## config.mk

```make
export PLATFORM = sky130hd
export DESIGN_NAME = ex_issue_arb
export DESIGN_NICKNAME = d
export VERILOG_FILES = /design/src/rtl/ex_pkg.sv /design/src/rtl/rr_pick.sv /design/src/rtl/ex_issue_arb.sv
export SDC_FILE = /design/constraint.sdc
export NUM_CORES = 1
export LEC_CHECK = 0
export BUFFER_PORTS_ARGS = -buffer_cell sky130_fd_sc_hd__buf_2
export CORE_MARGIN = 4
export CORE_UTILIZATION = 25
export CTS_BUF_LIST = sky130_fd_sc_hd__clkbuf_8
export CTS_CLUSTER_SIZE = 40
export DETAILED_ROUTE_END_ITERATION = 16
export GPL_ROUTABILITY_DRIVEN = 0
export SLEW_MARGIN = 20
export SYNTH_ARGS = -nofsm -noshare
export SYNTH_HDL_FRONTEND = slang
export SYNTH_SLANG_ARGS = --single-unit
```

## constraint.sdc

```tcl
create_clock -name clk -period 2.43 [get_ports clk]
set_input_delay 0.486 -clock clk [delete_from_list [all_inputs] [get_ports clk]]
set_output_delay 0.486 -clock clk [all_outputs]
set_load 0.02 [all_outputs]
```

## src/rtl/ex_pkg.sv

```systemverilog
// Shared execute-stage definitions: default sizes, requester indices and
// the index-width helper used by the issue arbiter and its picker.
package ex_pkg;

    localparam int EX_N_REQ  = 4;
    localparam int EX_DATA_W = 32;

    localparam int REQ_DEC    = 0;
    localparam int REQ_REPLAY = 1;
    localparam int REQ_SYS    = 2;
    localparam int REQ_SPARE  = 3;

    // An index field is never narrower than one bit, even for two requesters.
    function automatic int ex_id_w(input int n);
        return (n <= 2) ? 1 : $clog2(n);
    endfunction

    typedef logic [ex_id_w(EX_N_REQ)-1:0] ex_req_id_t;

endpackage

```

## src/rtl/rr_pick.sv

```systemverilog
// Combinational round-robin picker: rotate requests so ptr sits at bit 0,
// take the lowest set bit, then rotate the one-hot result back.
module rr_pick
    import ex_pkg::*;
#(
    parameter int N = 4,
    parameter int W = ex_id_w(N)
) (
    input  logic [N-1:0] req_i,
    input  logic [W-1:0] ptr_i,
    output logic         any_o,
    output logic [W-1:0] idx_o,
    output logic [N-1:0] onehot_o
);

    logic [N-1:0] rot;
    logic [N-1:0] seen;
    logic [N-1:0] first;

    // Doubling the vector turns the rotate into a plain shift.
    assign rot = N'({req_i, req_i} >> ptr_i);

    always_comb begin
        seen = '0;
        for (int k = 1; k < N; k++) begin
            seen[k] = seen[k-1] | rot[k-1];
        end
    end

    for (genvar gi = 0; gi < N; gi++) begin : g_first
        assign first[gi] = rot[gi] & ~seen[gi];
    end

    assign onehot_o = N'(({first, first} << ptr_i) >> N);
    assign any_o    = |req_i;

    always_comb begin
        idx_o = '0;
        for (int k = 0; k < N; k++) begin
            if (onehot_o[k]) begin
                idx_o = idx_o | W'(k);
            end
        end
    end

endmodule

```

## src/rtl/ex_issue_arb.sv

```systemverilog
// Round-robin issue arbiter with a registered valid/ready output slice that
// feeds the execute stage; supports flush and a per-requester enable mask.
module ex_issue_arb
    import ex_pkg::*;
#(
    parameter int N_REQ  = EX_N_REQ,
    parameter int DATA_W = EX_DATA_W,
    parameter int ID_W   = ex_id_w(N_REQ)
) (
    input  logic                    clk,
    input  logic                    rst,
    input  logic [N_REQ-1:0]        req_valid_i,
    input  logic [N_REQ*DATA_W-1:0] req_data_i,
    output logic [N_REQ-1:0]        req_ready_o,
    input  logic [N_REQ-1:0]        req_en_i,
    input  logic                    flush_i,
    output logic                    valid_ro,
    output logic [DATA_W-1:0]       data_ro,
    output logic [ID_W-1:0]         id_ro,
    input  logic                    ready_i
);

    if (N_REQ < 2 || N_REQ > 16) begin : g_bad_param
        $error("ex_issue_arb: N_REQ must be in 2..16");
    end

    logic              valid_q, valid_d;
    logic [DATA_W-1:0] data_q,  data_d;
    logic [ID_W-1:0]   id_q,    id_d;
    logic [ID_W-1:0]   ptr_q,   ptr_d;

    logic [N_REQ-1:0]  eligible;
    logic              any_eligible;
    logic [ID_W-1:0]   win_idx;
    logic [N_REQ-1:0]  win_onehot;
    logic              cke;
    logic              grant;
    logic [DATA_W-1:0] payload [N_REQ];
    logic [DATA_W-1:0] data_sel;

    assign eligible = req_valid_i & req_en_i;

    rr_pick #(
        .N (N_REQ),
        .W (ID_W)
    ) u_pick (
        .req_i    (eligible),
        .ptr_i    (ptr_q),
        .any_o    (any_eligible),
        .idx_o    (win_idx),
        .onehot_o (win_onehot)
    );

    assign cke   = ~valid_q | ready_i;
    assign grant = cke & ~flush_i & any_eligible;

    // Gated by rst so no requester sees an acknowledge while reset is held.
    assign req_ready_o = (grant & ~rst) ? win_onehot : '0;

    for (genvar gi = 0; gi < N_REQ; gi++) begin : g_payload
        assign payload[gi] = req_data_i[gi*DATA_W +: DATA_W];
    end

    // AND-OR mux keyed by the one-hot winner.
    always_comb begin
        data_sel = '0;
        for (int k = 0; k < N_REQ; k++) begin
            data_sel = data_sel | ({DATA_W{win_onehot[k]}} & payload[k]);
        end
    end

    always_comb begin
        valid_d = valid_q;
        data_d  = data_q;
        id_d    = id_q;
        ptr_d   = ptr_q;
        if (flush_i) begin
            valid_d = 1'b0;
        end else if (grant) begin
            valid_d = 1'b1;
            data_d  = data_sel;
            id_d    = win_idx;
            ptr_d   = (win_idx == ID_W'(N_REQ - 1)) ? '0 : win_idx + ID_W'(1);
        end else if (cke) begin
            valid_d = 1'b0;
        end
    end

    always_ff @(posedge clk or posedge rst) begin
        if (rst) begin
            valid_q <= 1'b0;
            data_q  <= '0;
            id_q    <= '0;
            ptr_q   <= '0;
        end else begin
            valid_q <= valid_d;
            data_q  <= data_d;
            id_q    <= id_d;
            ptr_q   <= ptr_d;
        end
    end

    assign valid_ro = valid_q;
    assign data_ro  = data_q;
    assign id_ro    = id_q;

endmodule

```

==> metrics.txt, run 1 <==
final wirelength=between 9000 and 10000 microns; area of the die=around 11000 sq um; hpwl dp=around 7000 microns; Util after Layout=about 38%; Slowest-stage cell, CP=nor3_4; Area after DPL=about 3300 sq um; CTS Root Buffer Type=clkbuf_8; first-pass GRT wire length=14200 microns; CP Launch Type=primary input; outcome=finished clean; # DRC=0; RSZ-0062 raised after global routing=no; routed len/inst=about 17 microns; Final Cell Area=3400 sq um; grt peak-use layer=met2; Fmax=around 440 MHz; worst slew pin tran=0.536 ns; Detailed Routing Iterations Pass 1=5; Num CTS Buffers=5; initial DRC count=between 100 and 150; Post-CTS Resized=0; count of input and output buffers=roughly 180; largest net degree at the start of global routing=34; initial antenna violation count=0; Post-Syn Area=2310 sq um; vias in the first global route=around 2900; yosys warns=0; Hold Buf Count CTS=0; IO Count=179; CP top delay family=simple AND/OR/NAND/NOR gates; number of synthesized register bits=37; Post-DRT Antenna Nets=0; H-tree depth reported by CTS=2; setup tns final=0 ns; syn avg cell area=~8.7 sq um; met1 GRT Util=a little under a fifth; final std cells w/o fill=roughly 550; placed cells=about 540; clock-pin transition on the worst setup and hold timing paths=roughly 0.070 ns; leak pwr=approximately 1.6 nW; worst-case clock buffer depth=2; Global Route Usage Sum=roughly 16%; crit path kind=in -> out; min cycle time layout=about 2.3 ns; Core Region=slightly below 9000 sq um; final slew viol count=0; CP dominant cell by count=buf_2; Layout area overhead=47.5%; Post-CTS Setup Bufs=0; Hold Path Class=in -> async; CP cell instances=buf_2 -> nand2_1 -> nor3b_4 -> nor3_4 -> and3_1 -> buf_2; Max Fanout on Critical Path=13; max_slew headroom=about 64%; Distinct cells, synth=32; CP Capture Type=primary output; GR Util met3=under 10%; clk_lat worst skew=around 0.28 ns; via count=between 2000 and 3000; post-place setup slack=0.137 ns; met2 Use GR=between 20% and 30%; endpoints failing setup=0; cell count after synthesis=265; vias per cell=slightly above 5; Die H=~100 microns; Arrival @ worst endpoint=1.79 ns; clk sinks=37; share of layout cells above drive strength 1=approximately half; Fill cells=940; Crit path buffers/inverters=2; Antenna diodes=0; Synth Net Count=405; Die Wd=between 100 and 150 microns; fin worst setup slack=between 0.15 and 0.2 ns; Final period util=93.5%; standard-cell row count=34; final net count=577; Initial Util=between 20% and 30%; VDD IR max=around 280 uV; Seq/Total Area, Yosys=between 40% and 50%; final hold vios=0; P per Cell Area=about 680 nW/um^2; CP peak stage delay=between 0.4 and 0.5 ns; CTS tree=yes; GRT Residual Overflow=0; Max Cap Viol=0; Critical Path RT=about 1.9 ns; setup skew after layout=about 0.0045 ns
==> final timing paths <==
path                           startpoint  slack, ns        endpoint  depth (start not counted)
setup reg to reg                 ptr_q[1]       0.50     data_ro[17]                          5
setup / recovery           req_valid_i[2]       0.16  req_ready_o[2]                          6
max in group asynchronous             rst       1.87     data_ro[29]                          3
hold reg to reg                  id_ro[0]       0.50        id_ro[0]                          2
min in group clk                  flush_i       0.43        valid_ro                          2
hold / removal                        rst       0.27     data_ro[16]                          3
==> routing by layer <==
layer,part of all wire [%],routed length (microns)
met1,41,3670
met3,8.4,763
met5,0,0
met2,50,4550
met4,0.54,49
==> cells in the final DEF (no fill, tap or decap), types with 3 or more instances in the layout <==
cell type,instances
buf_4,11
nand2_1,9
a22oi_1,32
clkbuf_8,6
a31oi_1,32
a21oi_2,10
nor2_1,37
nand3_1,33
dfrtp_1,37
buf_2,178
and3_1,3
a21oi_1,25
==> cell usage after synthesis <==
library cell   n  area (sq um)
inv_1          1          3.75
nand3b_1       2          15.0
nand2_1        9          33.8
a22o_1         1          8.76
o21ai_1        2          10.0
buf_4          4          30.0
nor4_4         1          21.3
nor3_1         1          5.00
o32ai_4        1          27.5
and3b_1        1          8.76
a21oi_2       10          87.6
buf_2          8          40.0
buf_8          1          15.0
and3_1         3          18.8
nor2_1        37           139
o22ai_2        1          12.5
or3_1          2          12.5
a22o_4         1          17.5
nor2b_1        2          12.5
nand3_1       33           165
dfrtp_1       37           926
and2_1         1          6.26
a31oi_1       32           200
nor3_4         1          16.3
clkbuf_1       9          33.8
a21oi_1       25           125
a22oi_1       32           240
o21a_1         1          7.51
buf_6          3          33.8
o21ai_0        1          5.00
a221o_1        1          10.0
nor3b_4        1          18.8
==> power breakdown <==
part | internal, W | total (W) | leakage (nW) | switching [W]
Clock | 0.000331 | 0.000551 | 0.0626 | 0.000220
Sequential | 0.000755 | 0.000843 | 0.429 | 0.0000872
Combinational | 0.000355 | 0.000906 | 1.13 | 0.000551
Total | 0.00144 | 0.00230 | 1.63 | 0.000859
==> cell families (layout without fill, tap and decap cells) <==
logic type | count (synthesis) | after routing | share of synthesized area [%]
buf+inv | 26 | 199 | 6.78
flops | 37 | 37 | 40.1
simple gates | 94 | 94 | 20.5
compound gates | 108 | 108 | 32.6
==> stage by stage <==
stage	hold slack (ns)	total power, W
2_1_floorplan	0.513	0.00140
3_3_place_gp	0.488	0.00176
3_5_place_dp	0.481	0.00177
4_1_cts	0.271	0.00233
5_1_grt	0.297	0.00244
6_report	0.269	0.00230
==> flip-flops by register name, summed over array words and instances (netlist names) <==
register  count
data_ro      32
id_ro         2
ptr_q         2
valid_ro      1
==> worst register-to-register path: stages (launching register included) <==
cell and delay (ns):
dfrtp_1 0.57, nor2_1 0.14, nor4_4 0.35, buf_4 0.43, a22oi_1 0.16, a31oi_1 0.21
==> final cells by class <==
| class | count | area, sq um | share of cell area (%) |
|---|---|---|---|
| clock buffer | 6 | 82.6 | 2.43 |
| clock inverter | 2 | 33.8 | 0.993 |
| inverter | 1 | 3.75 | 0.110 |
| multi-input combinational | 202 | 1230 | 36.1 |
| sequential | 37 | 926 | 27.2 |
| tap | 108 | 135 | 3.97 |
| timing repair buffer | 190 | 993 | 29.2 |
Note: power is estimated with default switching activity, not from simulation.
==> run 2, diff against run 1 <==
- CORE_UTILIZATION: 25 -> 30
==> run 2 against run 1 <==
Wire length decreased by 1.6%. Via count stayed put. Sequential cell count is the same. Combinational power decreased by 1%. Power is essentially flat. Non-clock buffer count decreased by 1. Clock-buffer cell count stayed put. Global-route usage grew 2.8 points. First-iteration DRC count shrank 28%. Fmax hardly changed. Critical path depth is the same. Final area decreased by 0.33%. Largest power group unchanged. Highest routed layer unchanged.
==> metrics.txt, run 2 (synthesis results as in run 1) <==
outcome=finished clean (unchanged); VDD IR max=313 uV (was 277 uV); crit path kind=in -> out (unchanged); FF-to-FF setup slack=0.50 ns (about the same); Pwr Total=0.00230 W (about the same); # DRC=0 (unchanged); internal power=0.00144 W (about the same); CP Launch Type=primary input (unchanged); Critical Path RT=1.94 ns (about the same); Die H=95.7 microns (was 104 microns); Post-CTS Resized=0 (unchanged); vias in the first global route=2797 (was 2850); Global Route Usage Sum=18.8% (was 16.0%); share of layout cells above drive strength 1=49.0% (was 49.1%); IO Count=179 (unchanged); commonest non-fill, non-tap cell in the layout=buf_2 (unchanged); Layout area overhead=47.0% (was 47.5%); Detailed Routing Iterations Pass 1=4 (was 5); CP Capture Type=primary output (unchanged); Multi-input gate area=1230 sq um (about the same); worst slew pin tran=0.482 ns (was 0.536 ns); Arrival @ worst endpoint=1.79 ns (about the same); min cycle time layout=2.27 ns (about the same); setup skew after layout=0.00888 ns (was 0.00452 ns); initial DRC count=96 (was 134); Max Cap Viol=0 (unchanged); setup tns final=0 ns (unchanged); clk_lat worst skew=0.29 ns (was 0.28 ns); Initial Util=31.3% (was 26.1%); via count=2790 (unchanged); Sw Ratio=37.4% (was 37.3%); standard-cell row count=31 (was 34); most frequent cells in the layout=buf_2, nor2_1, dfrtp_1 (unchanged); final std cells w/o fill=536 (was 546); register area=926 sq um (unchanged); Area after DPL=3270 sq um (was 3290 sq um); Post-CTS Setup Bufs=0 (unchanged); Fmax=440 MHz (about the same); Fill cells=755 (was 940); routed len/inst=16.6 microns (was 16.5 microns); Max Fanout on Critical Path=5 (was 13); Antenna diodes=0 (unchanged); RSZ-0062 raised after global routing=no (unchanged); first-pass GRT wire length=13400 microns (was 14200 microns); Largest register FFs=32 (unchanged); final net count=576 (was 577); final slew viol count=0 (unchanged); Final Cell Area=3390 sq um (was 3400 sq um); GRT Residual Overflow=0 (unchanged); final hold vios=0 (unchanged); Hold Buf Count CTS=0 (unchanged); P per Cell Area=679 nW/um^2 (was 676 nW/um^2); Hold Path Class=in -> async (unchanged); Core Region=7370 sq um (was 8850 sq um); placed cells=528 (was 538); CTS tree=yes (unchanged); Psw=0.000861 W (was 0.000859 W); final wirelength=8880 microns (was 9030 microns); CTS Root Buffer Type=clkbuf_8 (unchanged); endpoints failing setup=0 (unchanged); Post-DRT Antenna Nets=0 (unchanged); Clock power frac=24.2% (was 24.0%); vias per cell=5.21 (was 5.11); largest net degree at the start of global routing=38 (was 34); count of input and output buffers=178 (unchanged); clock-pin transition on the worst setup and hold timing paths=0.08 ns (was 0.07 ns); worst-case clock buffer depth=2 (unchanged); area of the die=9160 sq um (was 10800 sq um); clk sinks=37 (unchanged); Num CTS Buffers=5 (unchanged); initial antenna violation count=0 (unchanged); Die Wd=95.7 microns (was 104 microns); leak pwr=1.62 nW (was 1.63 nW); H-tree depth reported by CTS=2 (unchanged); Final period util=93.5% (about the same); hpwl dp=6710 microns (was 6860 microns); Comb power frac=39.0% (was 39.4%); max_slew headroom=67.7% (was 64.2%); share of power burned in registers=36.8% (was 36.6%)
-- run 2: changes by cell type in the layout (fill, tap and decap cells not counted), sizes merged --
| cell | before | now |
|---|---|---|
| buf | 190 | 189 |
-- run 2: metal layers --
metal / wire length, microns / track usage (%) / vias to the layer above
met5: 0 / 0 / -
met2: 4310 / 33.5 / 136
met1: 3580 / 22.8 / 1303
met3: 892 / 4.61 / 11
met4: 107 / 4.27 / 0
li1: - / - / 1340
-- run 2: final cells by class --
| cell class | count | share of cell area (%) |
|---|---|---|
| Clock inverter | 2 | 0.996 |
| Multi-Input combinational cell | 202 | 36.4 |
| Clock buffer | 6 | 2.44 |
| Inverter | 1 | 0.111 |
| Timing Repair Buffer | 189 | 29.1 |
| Tap cell | 99 | 3.65 |
| Sequential cell | 37 | 27.3 |
-- run 2: power by group through the flow --
stage	logic [W]	clock network (W)	registers, W
2_1_floorplan	0.000390	0	0.00101
3_3_place_gp	0.000904	0	0.000856
3_5_place_dp	0.000910	0	0.000858
4_1_cts	0.000910	0.000571	0.000848
5_1_grt	0.000985	0.000597	0.000867
6_report	0.000897	0.000556	0.000848
-- run 2: through the flow --
stage / worst slack (ns) / hold slack (ns) / utilization [%]
final: 0.158 / 0.0751 / 46.0
after global routing: 0.0660 / 0.0715 / 46.0
after CTS: 0.167 / 0.0650 / 46.0
after detailed placement: 0.168 / 0.384 / 44.4
after global placement: 0.191 / 0.391 / 44.4
after floorplan: 0.0620 / 0.513 / -
-- run 2: path summary, 6_finish.rpt --
check	cells after the start	start	end
max reg2reg	5	ptr_q[1]	data_ro[14]
min reg2reg	2	id_ro[1]	id_ro[1]
max in group asynchronous	3	rst	data_ro[26]
max	6	req_valid_i[2]	req_ready_o[1]
min in group clk	2	flush_i	valid_ro
min	2	rst	data_ro[12]
-- run 2: worst max-delay path, cell delays in order --
cell and delay [ns]:
buf_2 0.07, nand2_1 0.12, nor3b_4 0.20, or3_2 0.50
nor3_1 0.19, buf_2 0.21
==> run 3, diff against run 2 <==
- REMOVE_ABC_BUFFERS: unset -> 1
==> run 3 against run 2 <==
Wire length rose by 0.27%. Critical path type unchanged. Register-to-register slack got worse by 0.02 ns. Sequential share of layout area up 0.22 points. Worst setup slack worse by 0.043 ns. Hold slack better by 0.075 ns. Sequential power decreased by 1%. Final area decreased by 0.81%. Via count barely moved. Fmax fell by 1.9%. Largest cell class unchanged. Sequential cell count unchanged.
==> metrics.txt, run 3 (synthesis results as in run 1) <==
routed len/inst=16.6 microns (about the same); first-pass GRT wire length=12800 microns (was 13400 microns); Fmax=432 MHz (was 440 MHz); initial DRC count=67 (was 96); largest net degree at the start of global routing=36 (was 38); most frequent cells in the layout=buf_2, nor2_1, dfrtp_1 (unchanged); Hold Buf Count CTS=0 (unchanged); outcome=finished clean (unchanged); Antenna diodes=0 (unchanged); IO Count=179 (unchanged); Area after DPL=3280 sq um (was 3270 sq um); Initial Util=31.3% (unchanged); Final period util=95.3% (was 93.5%); Final Cell Area=3360 sq um (was 3390 sq um); Post-CTS Setup Bufs=0 (unchanged); setup skew after layout=0.00540 ns (was 0.00888 ns); Die H=95.7 microns (unchanged); commonest non-fill, non-tap cell in the layout=buf_2 (unchanged); vias in the first global route=2645 (was 2797); final wirelength=8910 microns (was 8880 microns); endpoints failing setup=0 (unchanged); via count=2792 (was 2790); clk sinks=37 (unchanged); standard-cell row count=31 (unchanged); count of input and output buffers=178 (unchanged); Max Cap Viol=0 (unchanged); Critical Path RT=1.94 ns (about the same); placed cells=531 (was 528); VDD IR max=221 uV (was 313 uV); CTS Root Buffer Type=clkbuf_8 (unchanged); worst slew pin tran=0.933 ns (was 0.482 ns); H-tree depth reported by CTS=2 (unchanged); final std cells w/o fill=538 (was 536); clk_lat worst skew=0.29 ns (about the same); GRT Residual Overflow=0 (unchanged); Die Wd=95.7 microns (unchanged); Max Fanout on Critical Path=12 (was 5); CP Launch Type=primary input (unchanged); CP Capture Type=primary output (unchanged); worst-case clock buffer depth=2 (unchanged); Post-DRT Antenna Nets=0 (unchanged); RSZ-0062 raised after global routing=no (unchanged); final hold vios=0 (unchanged); Fill cells=764 (was 755); Core Region=7370 sq um (unchanged); hpwl dp=6320 microns (was 6710 microns); min cycle time layout=2.32 ns (was 2.27 ns); Arrival @ worst endpoint=1.83 ns (was 1.79 ns); crit path kind=in -> out (unchanged); leak pwr=1.61 nW (was 1.62 nW); Largest register FFs=32 (unchanged); Hold Path Class=in -> async (unchanged); # DRC=0 (unchanged); clock-pin transition on the worst setup and hold timing paths=0.07 ns (was 0.08 ns); Num CTS Buffers=5 (unchanged); vias per cell=5.19 (was 5.21); final net count=580 (was 576); initial antenna violation count=0 (unchanged); final slew viol count=0 (unchanged); Global Route Usage Sum=18.1% (was 18.8%); share of layout cells above drive strength 1=49.2% (was 49.0%); area of the die=9160 sq um (unchanged); Layout area overhead=45.8% (was 47.0%); Detailed Routing Iterations Pass 1=5 (was 4); max_slew headroom=37.4% (was 67.7%); P per Cell Area=638 nW/um^2 (was 679 nW/um^2); CTS tree=yes (unchanged)
-- run 3: cell count changes in the layout (fill, tap and decap cells not counted), sizes merged --
cell and delta:
buf +3, bufinv -1, clkbuf -1, clkinv +1, inv -1, nor3 +1
-- run 3: final cells by class --
type / count / area (sq um) / share of cell area, %
Tap cell: 99 / 124 / 3.68
Clock inverter: 1 / 5.00 / 0.149
Inverter: 1 / 3.75 / 0.112
Multi-Input combinational cell: 203 / 1240 / 36.8
Clock buffer: 5 / 68.8 / 2.05
Sequential cell: 37 / 926 / 27.5
Timing Repair Buffer: 192 / 1000 / 29.7
-- run 3: worst paths after layout --
check | endpoint | startpoint | depth (start not counted) | slack (ns)
setup / recovery | req_ready_o[0] | req_valid_i[1] | 6 | 0.11
hold / removal | ptr_q[0] | rst | 2 | 0.15
setup reg to reg | data_ro[12] | valid_ro | 6 | 0.48
hold reg to reg | id_ro[1] | id_ro[1] | 2 | 0.47
max in group asynchronous | data_ro[3] | rst | 3 | 1.77
min in group clk | data_ro[1] | req_data_i[33] | 3 | 0.44
-- run 3: power breakdown --
part           internal [W]  switching, W  leakage, nW  total, W
Combinational      0.000353      0.000552         1.14  0.000904
Sequential         0.000755     0.0000821        0.429  0.000837
Clock              0.000189      0.000214       0.0399  0.000403
-- run 3: repair_timing --
action | in CTS | in global routing
pin swaps | 1 | 0
gates cloned | 1 | 0
resized for setup | 0 | 1
endpoints found under the setup margin | 3 | 1
-- run 3: critical path, cell delays in order --
cell	delay, ns
buf_2	0.09
and2_1	0.20
nor3b_4	0.09
nor3_4	0.54
and3_1	0.25
buf_2	0.16
-- run 3: metrics by stage --
stage	total power, W	setup slack (ns)	hold slack [ns]	TNS [ns]	utilization, %
CTS	0.00217	0.0936	0.156	0	45.6
detailed placement	0.00176	-0.165	0.457	-0.483	44.4
floorplan	0.00136	-0.768	0.513	-6.70	-
finish	0.00215	0.115	0.150	0	45.6
global placement	0.00175	-0.113	0.444	-0.291	44.4
global route	0.00227	0.0379	0.178	0	45.6
-- run 3: routing by layer --
| layer | global-route usage [%] | share of wire, % | up-vias |
|---|---|---|---|
| met5 | 0 | 0 | - |
| met4 | 5.09 | 0.64 | 0 |
| met3 | 4.85 | 9.6 | 6 |
| met2 | 31.8 | 50 | 132 |
| met1 | 21.6 | 39 | 1303 |
| li1 | - | - | 1351 |
